==> src/rtl/softmax_exp_accum_pkg.sv <==
// Shared constants and types for the softmax exponential/accumulate stage.
package softmax_exp_accum_pkg;

    // Row geometry inherited from the output buffer / sorter configuration.
    localparam int unsigned ARRAYWIDTH_DEF      = 4;
    localparam int unsigned OUTPUT_BUF_DATASIZE = 8;

    // Softmax fixed-point constants.
    localparam int unsigned SOFTMAX_FRAC_W   = 7;
    localparam int unsigned SOFTMAX_SCALE_SH = 0;

    typedef enum logic [1:0] {
        ST_IDLE  = 2'd0,
        ST_RUN   = 2'd1,
        ST_DRAIN = 2'd2
    } state_t;

endpackage

==> src/rtl/softmax_pow2_unit.sv <==
// Combinational base-2 exponential estimate: e = ONE >> (clamp(d) >> SCALE_SH).
module softmax_pow2_unit
    import softmax_exp_accum_pkg::*;
#(
    parameter  int unsigned DW       = OUTPUT_BUF_DATASIZE,
    parameter  int unsigned FRAC_W   = SOFTMAX_FRAC_W,
    parameter  int unsigned SCALE_SH = SOFTMAX_SCALE_SH,
    localparam int unsigned EXP_W    = FRAC_W + 1
) (
    input  logic signed [DW:0]      d,
    output logic [EXP_W-1:0]        e_c
);

    localparam logic [EXP_W-1:0] ONE = EXP_W'(1) << FRAC_W;

    logic [DW:0] d_mag;
    logic [DW:0] d_sh;

    // Clamp negative differences, scale, then shift with saturation to zero.
    always_comb begin
        e_c   = '0;
        d_mag = d[DW] ? '0 : $unsigned(d);
        d_sh  = d_mag >> SCALE_SH;
        if (d_sh < (DW+1)'(EXP_W)) begin
            e_c = ONE >> d_sh;
        end
    end

endmodule

==> src/rtl/softmax_exp_accum.sv <==
// Softmax stage: latches a sorted row and its max, streams base-2 exponentials
// one per cycle and accumulates their sum for the downstream divider.
module softmax_exp_accum
    import softmax_exp_accum_pkg::*;
#(
    parameter  int unsigned ARRAYWIDTH = ARRAYWIDTH_DEF,
    parameter  int unsigned DW         = OUTPUT_BUF_DATASIZE,
    parameter  int unsigned FRAC_W     = SOFTMAX_FRAC_W,
    parameter  int unsigned SCALE_SH   = SOFTMAX_SCALE_SH,
    localparam int unsigned IDXW       = $clog2(ARRAYWIDTH),
    localparam int unsigned EXP_W      = FRAC_W + 1,
    localparam int unsigned SUMW       = EXP_W + $clog2(ARRAYWIDTH)
) (
    input  logic                     clk,
    input  logic                     rst,
    input  logic                     start,
    input  logic [ARRAYWIDTH*DW-1:0] row_in,
    input  logic [DW-1:0]            max_in,
    output logic                     busy,
    output logic                     exp_valid,
    output logic [IDXW-1:0]          exp_idx,
    output logic [EXP_W-1:0]         exp_out,
    output logic                     sum_valid,
    output logic [SUMW-1:0]          sum_out
);

    localparam logic [IDXW-1:0] LAST_IDX = IDXW'(ARRAYWIDTH - 1);

    state_t state;
    state_t next_state;

    logic [DW-1:0]        row_reg [ARRAYWIDTH];
    logic [DW-1:0]        max_reg;
    logic [IDXW-1:0]      idx;

    logic signed [DW:0]   d_reg;
    logic [IDXW-1:0]      d_idx;
    logic                 d_vld;

    logic                 accept;
    logic                 issue;
    logic                 last_issue;

    logic signed [DW:0]   max_ext;
    logic signed [DW:0]   x_ext;
    logic signed [DW:0]   diff;
    logic [EXP_W-1:0]     e_c;

    assign last_issue = (idx == LAST_IDX);
    assign max_ext    = {max_reg[DW-1], max_reg};
    assign x_ext      = {row_reg[idx][DW-1], row_reg[idx]};
    assign diff       = max_ext - x_ext;

    // State register.
    always_ff @(posedge clk) begin
        if (rst) begin
            state <= ST_IDLE;
        end else begin
            state <= next_state;
        end
    end

    // Next-state and per-cycle control strobes.
    always_comb begin
        next_state = state;
        accept     = 1'b0;
        issue      = 1'b0;
        case (state)
            ST_IDLE: begin
                if (start) begin
                    accept     = 1'b1;
                    next_state = ST_RUN;
                end
            end
            ST_RUN: begin
                issue = 1'b1;
                if (last_issue) begin
                    next_state = ST_DRAIN;
                end
            end
            ST_DRAIN: begin
                next_state = ST_IDLE;
            end
            default: begin
                next_state = ST_IDLE;
            end
        endcase
    end

    // Exponential of the registered difference.
    softmax_pow2_unit #(
        .DW       (DW),
        .FRAC_W   (FRAC_W),
        .SCALE_SH (SCALE_SH)
    ) u_pow2 (
        .d   (d_reg),
        .e_c (e_c)
    );

    // Row latch, index counter, difference pipeline, outputs and accumulator.
    always_ff @(posedge clk) begin
        if (rst) begin
            for (int k = 0; k < int'(ARRAYWIDTH); k++) begin
                row_reg[k] <= '0;
            end
            max_reg   <= '0;
            idx       <= '0;
            d_reg     <= '0;
            d_idx     <= '0;
            d_vld     <= 1'b0;
            busy      <= 1'b0;
            exp_valid <= 1'b0;
            exp_idx   <= '0;
            exp_out   <= '0;
            sum_valid <= 1'b0;
            sum_out   <= '0;
        end else begin
            busy      <= (next_state != ST_IDLE);
            exp_valid <= d_vld;
            sum_valid <= 1'b0;

            if (accept) begin
                for (int k = 0; k < int'(ARRAYWIDTH); k++) begin
                    row_reg[k] <= row_in[k*DW +: DW];
                end
                max_reg <= max_in;
                idx     <= '0;
                sum_out <= '0;
            end

            if (issue) begin
                d_reg <= diff;
                d_idx <= idx;
                d_vld <= 1'b1;
                idx   <= last_issue ? '0 : idx + IDXW'(1);
            end else begin
                d_vld <= 1'b0;
            end

            // Retire one exponential; a new row is never accepted while one is retiring.
            if (d_vld) begin
                exp_idx   <= d_idx;
                exp_out   <= e_c;
                sum_out   <= sum_out + SUMW'(e_c);
                sum_valid <= (d_idx == LAST_IDX);
            end
        end
    end

endmodule

==> config.mk <==
export PLATFORM = sky130hd
export DESIGN_NAME = softmax_exp_accum
export DESIGN_NICKNAME = d
export VERILOG_FILES = /design/src/rtl/softmax_exp_accum_pkg.sv /design/src/rtl/softmax_pow2_unit.sv /design/src/rtl/softmax_exp_accum.sv
export SDC_FILE = /design/constraint.sdc
export NUM_CORES = 1
export LEC_CHECK = 0
export CORE_MARGIN = 2
export CORE_UTILIZATION = 50
export CTS_BUF_LIST = sky130_fd_sc_hd__clkbuf_16
export DETAILED_ROUTE_END_ITERATION = 8
export MAX_ROUTING_LAYER = met4
export PLACE_DENSITY = 0.76
export REMOVE_ABC_BUFFERS = 1
export SYNTH_ARGS = -nofsm -noshare
export SYNTH_HDL_FRONTEND = slang
export SYNTH_SLANG_ARGS = --single-unit
==> constraint.sdc <==
create_clock -name clk -period 3.6 [get_ports clk]
set_input_delay 0.36 -clock clk [delete_from_list [all_inputs] [get_ports clk]]
set_output_delay 0.36 -clock clk [all_outputs]
set_load 0.1 [all_outputs]
==> metrics, run 1 <==
run status=complete, no violations; Clk pin slew, worst setup/hold paths=0.06 ns; mux contribution to synthesized area=0.0633; Pwr Density=slightly below 500 nW/um2; Net Sw Power=slightly above 0.6 mW; sum of negative setup slack=0 ns; post-synthesis adder-cell area fraction=0.0662; CP Capture Type=flip-flop; Antenna Violating Nets Remaining=0; WL met3=roughly 340 um; first-pass GRT wire length=approximately 14000 um; Post-CTS Resized=0; logic gate share of total power=0.169; Cells after Synth=approximately 370; Slew @ Worst Pin=0.978 ns; Synth Register Bits=81; Post-Route M1 WL=approximately 3600 um; Row Count=31; commonest cells in the netlist=dfxtp_1, and3_1, nor2_1; GRT Residual Overflow=0; Starting Density=0.521; initial antenna violation count=0; largest family of logic cells by synthesized area=simple AND/OR/NAND/NOR gates; # Max-Cap Violations=0; clock buffer depth=2; Sw Ratio=0.255; complex-gate fraction of the synthesized area=0.120; worst-path maximum fanout=3; min Tclk post-route=between 3 and 4 ns; CP Class=flip-flop to flip-flop; number of remaining DRC errors=0; core area=about 7300 um2; largest net degree at the start of global routing=~40; Setup Fix Bufs, Post-CTS=0; Routed wire per std cell=about 15 um; most used standard cell by instance count after synthesis=dfxtp_1; area leader, netlist=dfxtp_1; clock share of power=0.391; Synth Cell Area=between 3000 and 4000 um2; Fin. Hold Viols=0; Int Power=between 1.5 and 2 mW; fin nets=approximately 500; post-route clock skew=slightly below 0.008 ns; RSZ-0062 raised after global routing=false; DIE AREA=8350 um2; final worst hold slack=~0.46 ns; Worst Path Arrival=between 3 and 4 ns; Final Setup Violations=0; Seq pwr share=0.440; # hold bufs at CTS=0; area delta synth->final=27.6%; Initial DRC Count=149; ys flop type=dfxtp_1; worst skew pair latency=roughly 0.33 ns; YS warnings=0; XOR/XNOR share of the synthesized area=0.00918; IO Pins=66; VDD IR max=approximately 0.28 mV; Avg Inst Size Synth=slightly above 10 um2; sequential share of the synthesized area=0.509; layout cells sized above 1=0.0776; Rel. slew slack=0.346; last weighted congestion value of the routability-driven placer=0.944; Post-synth EDFFs=32; Worst path max stage delay=approximately 0.54 ns; vias in the first global route=around 2900; total clock sinks=a little over 80; Clock Root Buffer=clkbuf_16; Final Max Slew Viols=0; upper clock frequency limit=313 MHz; Vias=2996; CP top delay family=simple AND/OR/NAND/NOR gates; Final Cycle Share=0.889; Pleak=between 2 and 2.5 nW; number of antenna diodes=0; critical path, cell by cell=or4_4 -> or4b_4 -> nor2_1 -> ha_1 -> a211oi_1 -> o21bai_1 -> a211oi_1 -> o221ai_1 -> a21oi_1; post-DP HPWL=between 5000 and 6000 um; Avg Vias per Cell=~5.6; Max Used Layer=met4; Die Span Y=91.4 um; htree depth=3; CTS Buf Count=9; die width=approximately 91 um; PortBufs=65; WL final=just over 8000 um; DR WL met2=between 3000 and 4000 um; startpoint types=flip-flop; WP buf/inv=0; clock tree from TritonCTS=yes; ys async rst share=0; max reg flops=32; CP most frequent cell=a211oi_1; Synth cell types=46; largest cells by area after synthesis=dfxtp_1, edfxtp_1, and3_1; drt pass-1 iters=4; Yosys top cell area share=0.257; Crit-path slowest cell=or4_4; Simple-Gate Fraction of Synth Area=0.200; worst hold-check path type=flip-flop to flip-flop; Worst EP required=approximately 3.9 ns; total track usage=0.209
-- tightest hold or removal path: cells and delay by family (launching register included) --
kind             cells  cell delay (ns)
flip-flops           1             0.31
AND/OR/NAND/NOR      1             0.05
AO/OA/AOI/OAI        1             0.05
-- layout by cell type, fill, tap and decap left out, types with 4 or more instances in the layout --
cell / n
dfxtp_1: 49
xor2_1: 4
a21oi_1: 23
clkdlybuf4s50_1: 65
nor2_1: 37
a211oi_1: 9
nand3_1: 7
buf_4: 6
o21ai_0: 15
clkbuf_16: 9
ha_1: 17
nor3_1: 9
and3_1: 40
a21o_1: 6
mux2i_1: 5
nand2_1: 32
mux4_2: 8
edfxtp_1: 32
inv_1: 15
-- layout make-up --
class,count,area (um2)
clock buffers,9,225
clock inverters,7,80.1
fillers,549,2460
inverters,13,48.8
multi-input cells,257,1760
flip-flops and latches,81,1940
well taps,99,124
repair buffers,71,696
-- per-layer routing --
layer | global-route usage | up-vias
met5 | - | -
met4 | 0.101 | 0
met3 | 0.0340 | 18
met2 | 0.346 | 86
met1 | 0.250 | 1409
li1 | - | 1483
-- power groups by stage --
stage,clock (mW),sequential [mW],combinational [mW]
after floorplan,0,1.11,0.236
after global placement,0,1.08,0.396
after detailed placement,0,1.08,0.405
after CTS,0.960,1.06,0.410
after global routing,1.00,1.07,0.449
final,0.946,1.06,0.409
-- stage by stage --
| step | instance area [um2] | util | worst slack (ns) | total power [mW] | instances |
|---|---|---|---|---|---|
| after floorplan | 3740 | - | 0.487 | 1.35 | 351 |
| after global placement | 4570 | 0.623 | 0.574 | 1.47 | 521 |
| after detailed placement | 4570 | 0.623 | 0.482 | 1.49 | 521 |
| after CTS | 4870 | 0.664 | 0.450 | 2.43 | 537 |
| after global routing | 4870 | 0.664 | 0.258 | 2.52 | 537 |
| final | 4870 | 0.664 | 0.400 | 2.42 | 537 |
-- cells by family (layout without fill, tap and decap cells) --
family                     Yosys count  after routing
and+or+nand+nor                    147            147
DFF                                 81             81
AOI/OAI and AO/OA                   73             73
buffers and inverters               33            100
adders and majority gates           19             19
muxes                               14             14
xor gates and xnor gates             4              4
-- final timing paths --
check                           from                       to  slack [ns]  depth (start not counted)
max reg2reg    d_reg[4]$_SDFFE_PP0P_  sum_out[9]$_SDFFE_PP0P_        0.40                          9
min reg2reg  max_reg[5]$_SDFFE_PP0P_  max_reg[5]$_SDFFE_PP0P_        0.46                          2
max            d_reg[4]$_SDFFE_PP0P_  sum_out[9]$_SDFFE_PP0P_        0.40                          9
min          max_reg[5]$_SDFFE_PP0P_  max_reg[5]$_SDFFE_PP0P_        0.46                          2
No activity file was read; power rests on OpenSTA's default activity.
==> inputs of run 2 (changes only) <==
--- a/config.mk
+++ b/config.mk
@@ -7,7 +7,7 @@
 export LEC_CHECK = 0
 export CORE_MARGIN = 2
 export CORE_UTILIZATION = 50
-export CTS_BUF_LIST = sky130_fd_sc_hd__clkbuf_16
+export CTS_CLUSTER_SIZE = 12
 export DETAILED_ROUTE_END_ITERATION = 8
 export MAX_ROUTING_LAYER = met4
 export PLACE_DENSITY = 0.76
==> run 2 against run 1 <==
Hold slack improved by 0.0029 ns. Worst setup slack improved by 0.0012 ns. Count of clock-buffer cells in the layout increased by 4. Combinational power about the same. Die area unchanged. Non-clock buffer count unchanged. Critical path type unchanged. Critical endpoint unchanged.
==> metrics, run 2 (synthesis gave the netlist of run 1 again) <==
Routed wire per std cell=14.8 um (-2.2%); Sw Ratio=0.263 (+0.00726); CP Class=flip-flop to flip-flop; met1 demand-to-capacity share in global routing=0.240 (-0.0101); vias in the first global route=2857 (-1.9%); clock share of power=0.336 (-0.055); Die Span Y=91.4 um (unchanged); core area=7330 um2 (unchanged); post-route clock skew=0.0108 ns (+0.00305 ns); most common cell after layout, fill and taps aside=clkdlybuf4s50_1; Pleak=1.99 nW (-2.4%); CTS Buf Count=9 (unchanged); Final Cycle Share=0.888 (about the same); Pwr Density=462 nW/um2 (-7.0%); area of the multi-input gates=1760 um2 (unchanged); Worst Path Arrival=3.48 ns (+0.02 ns); grt peak-use layer=met2; GR met2 Demand/Resource=0.343 (-0.00370); number of antenna diodes=0 (unchanged); clock tree from TritonCTS=yes; run status=complete, no violations; sum of negative setup slack=0 ns (unchanged); Clk pin slew, worst setup/hold paths=0.08 ns (+0.02 ns); Seq pwr share=0.480 (+0.040); worst skew pair latency=0.35 ns (+0.02 ns); Initial DRC Count=134 (-10%); fin nets=495 (unchanged); last weighted congestion value of the routability-driven placer=0.944 (unchanged); Slew @ Worst Pin=0.977 ns (-0.000563 ns); total clock sinks=81 (unchanged); min Tclk post-route=3.20 ns (-0.00123 ns); number of remaining DRC errors=0 (unchanged); WL final=7930 um (-2.2%); fill cell count=571 (+4.0%); max reg flops=32 (unchanged); Clock Root Buffer=clkbuf_8; layout cells sized above 1=0.0776 (unchanged); Fin. Hold Viols=0 (unchanged); GRT Residual Overflow=0 (unchanged); Vias=2963 (-1.1%); Final Max Slew Viols=0 (unchanged); Crit-path slowest cell=or4_4; Net Sw Power=0.580 mW (-6.0%); Post-CTS Resized=0 (unchanged); IO Pins=66 (unchanged); logic gate share of total power=0.184 (+0.015); upper clock frequency limit=313 MHz (about the same); crit path setup slack, layout=0.402 ns (+0.00123 ns); Starting Density=0.521 (unchanged); clock buffer depth=2 (unchanged); CP Capture Type=flip-flop; DIE AREA=8350 um2 (unchanged); startpoint types=flip-flop; Rel. slew slack=0.346 (+0.000377); flip-flop and latch area=1940 um2 (unchanged); first-pass GRT wire length=13100 um (-2.7%); # hold bufs at CTS=0 (unchanged); Antenna Violating Nets Remaining=0 (unchanged); CP most frequent cell=a211oi_1; Worst path max stage delay=0.54 ns (about the same); Int Power=1.63 mW (-9.5%); Worst EP required=3.88 ns (+0.02 ns); VDD IR max=0.326 mV (+15%); area delta synth->final=25.5%; post-DP HPWL=5720 um (unchanged); Place WS=0.482 ns (unchanged); worst hold-check path type=flip-flop to flip-flop; Setup Fix Bufs, Post-CTS=0 (unchanged); Row Count=31 (unchanged); RSZ-0062 raised after global routing=false; Final Setup Violations=0 (unchanged); # Max-Cap Violations=0 (unchanged); die width=91.4 um (unchanged); drt pass-1 iters=4 (unchanged); critical path, cell by cell=or4_4 -> or4b_4 -> nor2_1 -> ha_1 -> a211oi_1 -> o21bai_1 -> a211oi_1 -> o221ai_1 -> a21oi_1; total track usage=0.204 (-0.00489); worst-path maximum fanout=3 (unchanged); commonest cells after routing, fill and taps aside=clkdlybuf4s50_1, dfxtp_1, and3_1; M3 GR Usage=0.0324 (-0.00166); Avg Vias per Cell=5.52 (-1.1%); htree depth=3 (unchanged); PortBufs=65 (unchanged); initial antenna violation count=0 (unchanged); largest net degree at the start of global routing=41 (unchanged)
==> run 2: cell types whose count changed in the layout (fill, tap and decap cells not counted) <==
| cell | delta |
|---|---|
| clkbuf_1 | +2 |
| inv_1 | -2 |
| clkbuf_16 | -9 |
| inv_2 | -2 |
| clkbuf_8 | +11 |
==> run 2: area by class of cell <==
class | instances | share of cell area
multi-input cells | 257 | 0.367
well taps | 99 | 0.0259
flip-flops and latches | 81 | 0.405
clock inverters | 3 | 0.0136
inverters | 13 | 0.0102
clock buffers | 13 | 0.0332
repair buffers | 71 | 0.145
==> run 2: worst max-delay path: cells and delay by family, from the launching register on <==
family | cells | cell delay, ns
flops | 1 | 0.31
compound gates | 5 | 1.23
simple gates | 3 | 1.30
fa+ha+maj | 1 | 0.30
==> run 2: path summary, 6_finish.rpt <==
| check | from | endpoint | slack [ns] | cells past startpoint |
|---|---|---|---|---|
| min | max_reg[5]$_SDFFE_PP0P_ | max_reg[5]$_SDFFE_PP0P_ | 0.46 | 2 |
| max | d_reg[4]$_SDFFE_PP0P_ | sum_out[9]$_SDFFE_PP0P_ | 0.40 | 9 |
| max reg2reg | d_reg[4]$_SDFFE_PP0P_ | sum_out[9]$_SDFFE_PP0P_ | 0.40 | 9 |
| min reg2reg | max_reg[5]$_SDFFE_PP0P_ | max_reg[5]$_SDFFE_PP0P_ | 0.46 | 2 |
==> run 2: metrics by stage <==
| step | area, um2 | util | instances | hold slack, ns | power [mW] |
|---|---|---|---|---|---|
| 3_3_place_gp | 4570 | 0.623 | 521 | 0.447 | 1.47 |
| 5_1_grt | 4790 | 0.653 | 537 | 0.485 | 2.31 |
| 3_5_place_dp | 4570 | 0.623 | 521 | 0.454 | 1.49 |
| 6_report | 4790 | 0.653 | 537 | 0.463 | 2.21 |
| 4_1_cts | 4790 | 0.653 | 537 | 0.465 | 2.23 |
| 2_1_floorplan | 3740 | - | 351 | 0.429 | 1.35 |
==> run 2: power groups by stage <==
stage	combinational (mW)	clock [mW]	sequential, mW
after floorplan	0.236	0	1.11
after global placement	0.396	0	1.08
after detailed placement	0.405	0	1.08
after CTS	0.408	0.757	1.06
after global routing	0.448	0.790	1.07
final	0.407	0.743	1.06
==> run 2: routing by layer <==
metal	wire length, um	part of all wire
met1	3580	0.45
met2	3880	0.49
met3	386	0.049
met4	85	0.011
met5	0	0
==> variant (settings of run 2) <==
Encoding of `state_t`: now one-hot (3 bits for 3 states).
--- a/src/rtl/softmax_exp_accum_pkg.sv
+++ b/src/rtl/softmax_exp_accum_pkg.sv
@@ -9,10 +9,10 @@
     localparam int unsigned SOFTMAX_FRAC_W   = 7;
     localparam int unsigned SOFTMAX_SCALE_SH = 0;
 
-    typedef enum logic [1:0] {
-        ST_IDLE  = 2'd0,
-        ST_RUN   = 2'd1,
-        ST_DRAIN = 2'd2
+    typedef enum logic [2:0] {
+        ST_IDLE  = 3'b001,
+        ST_RUN   = 3'b010,
+        ST_DRAIN = 3'b100
     } state_t;
 
 endpackage
Formal check against the unedited RTL: no difference found for any inputs over 10 cycles, from zero or initial values and one cycle with rst high; not proved beyond that.
==> variant against run 2 <==
Sequential cell count is 1 higher. Synthesized cell count is 4.3% higher. Power is 11% lower. Largest cell class unchanged. Combinational power is 38% lower. Worst setup slack better by 0.34 ns. Routed wire length is 4.9% lower. Sequential share of layout area is 0.20 points lower. Synthesized area is 3.0% higher. Non-clock buffer count is 2 lower. Largest power group unchanged. Cell area is 1.5% higher.
==> variant: results (changes against run 2) <==
stage,metric,value,unit,change
outcome,status,"complete, no violations",,
grt,wire length of the first global-routing pass,12900,µm,-1.7%
yosys,unique cell type count in the Yosys netlist,48,,+4.3%
floorplan,die area,8590,µm²,+2.9%
yosys,"top cells by area, synth","dfxtp_1, edfxtp_1, and3_1, ha_1, mux4_2",,
yosys,Synth Area in Compound Gates,11.0,%,-1.1 points
grt,grt met1 use,24.5,%,+0.58 points
place,dpl cells,537,,+3.1%
routing,met1 wire length,3480,µm,-2.7%
sta,slew of the pin with the lowest slew margin,0.966,ns,-0.0117 ns
cells_and_area,fraction of area in registers,40.3,%,-0.20 points
clock_tree,Clock Sinks,82,,+1.2%
cells_and_area,clk_buf instances,12,,-1
yosys,sequential share of the synthesized area,49.9,%,-1.0 points
place,post-DP HPWL,5330,µm,-6.9%
cells_and_area,Clock-cell share,4.24,%,-0.43 points
min_path,HP Start,max_reg[4]$_SDFFE_PP0P_,,
setup_path,cell count of the worst reg-to-reg path,8,,-1
cells_and_area,layout cells sized above 1,7.98,%,+0.22 points
place,GP Congestion,0.856,,-9.4%
grt,met3 Use GR,5.45,%,+2.2 points
routing,WL per Instance,13.6,µm,-7.6%
yosys,post-synthesis mux area share,7.12,%,+0.80 points
cells_and_area,Non-clk bufs,69,,-2.8%
yosys,"top cells by count, synth","dfxtp_1, nor2_1, nand2_1",,
variant: cell count changes after synthesis, moves of 4 or more:
| cell | before | now |
|---|---|---|
| nor3_1 | 9 | 4 |
| a21o_1 | 6 | 2 |
| nor2_1 | 37 | 45 |
| a21oi_1 | 23 | 29 |
| and3_1 | 40 | 34 |
| mux2i_1 | 5 | 10 |
| nand2_1 | 32 | 43 |
variant: power by group:
group / internal, mW / switching (mW) / total, mW
clock network: 0.334 / 0.340 / 0.674
registers: 1.01 / 0.0202 / 1.03
logic: 0.123 / 0.129 / 0.252
variant: how the worst max path moves through the flow:
stage	end	slack, ns	cells after the start
after CTS	d_reg[6]$_SDFFE_PP0P_	0.71	8
after floorplan	d_reg[6]$_SDFFE_PP0P_	0.96	8
after global placement	d_reg[6]$_SDFFE_PP0P_	0.80	8
final	d_reg[6]$_SDFFE_PP0P_	0.74	8
after detailed placement	d_reg[6]$_SDFFE_PP0P_	0.75	8
after global routing	d_reg[6]$_SDFFE_PP0P_	0.54	8
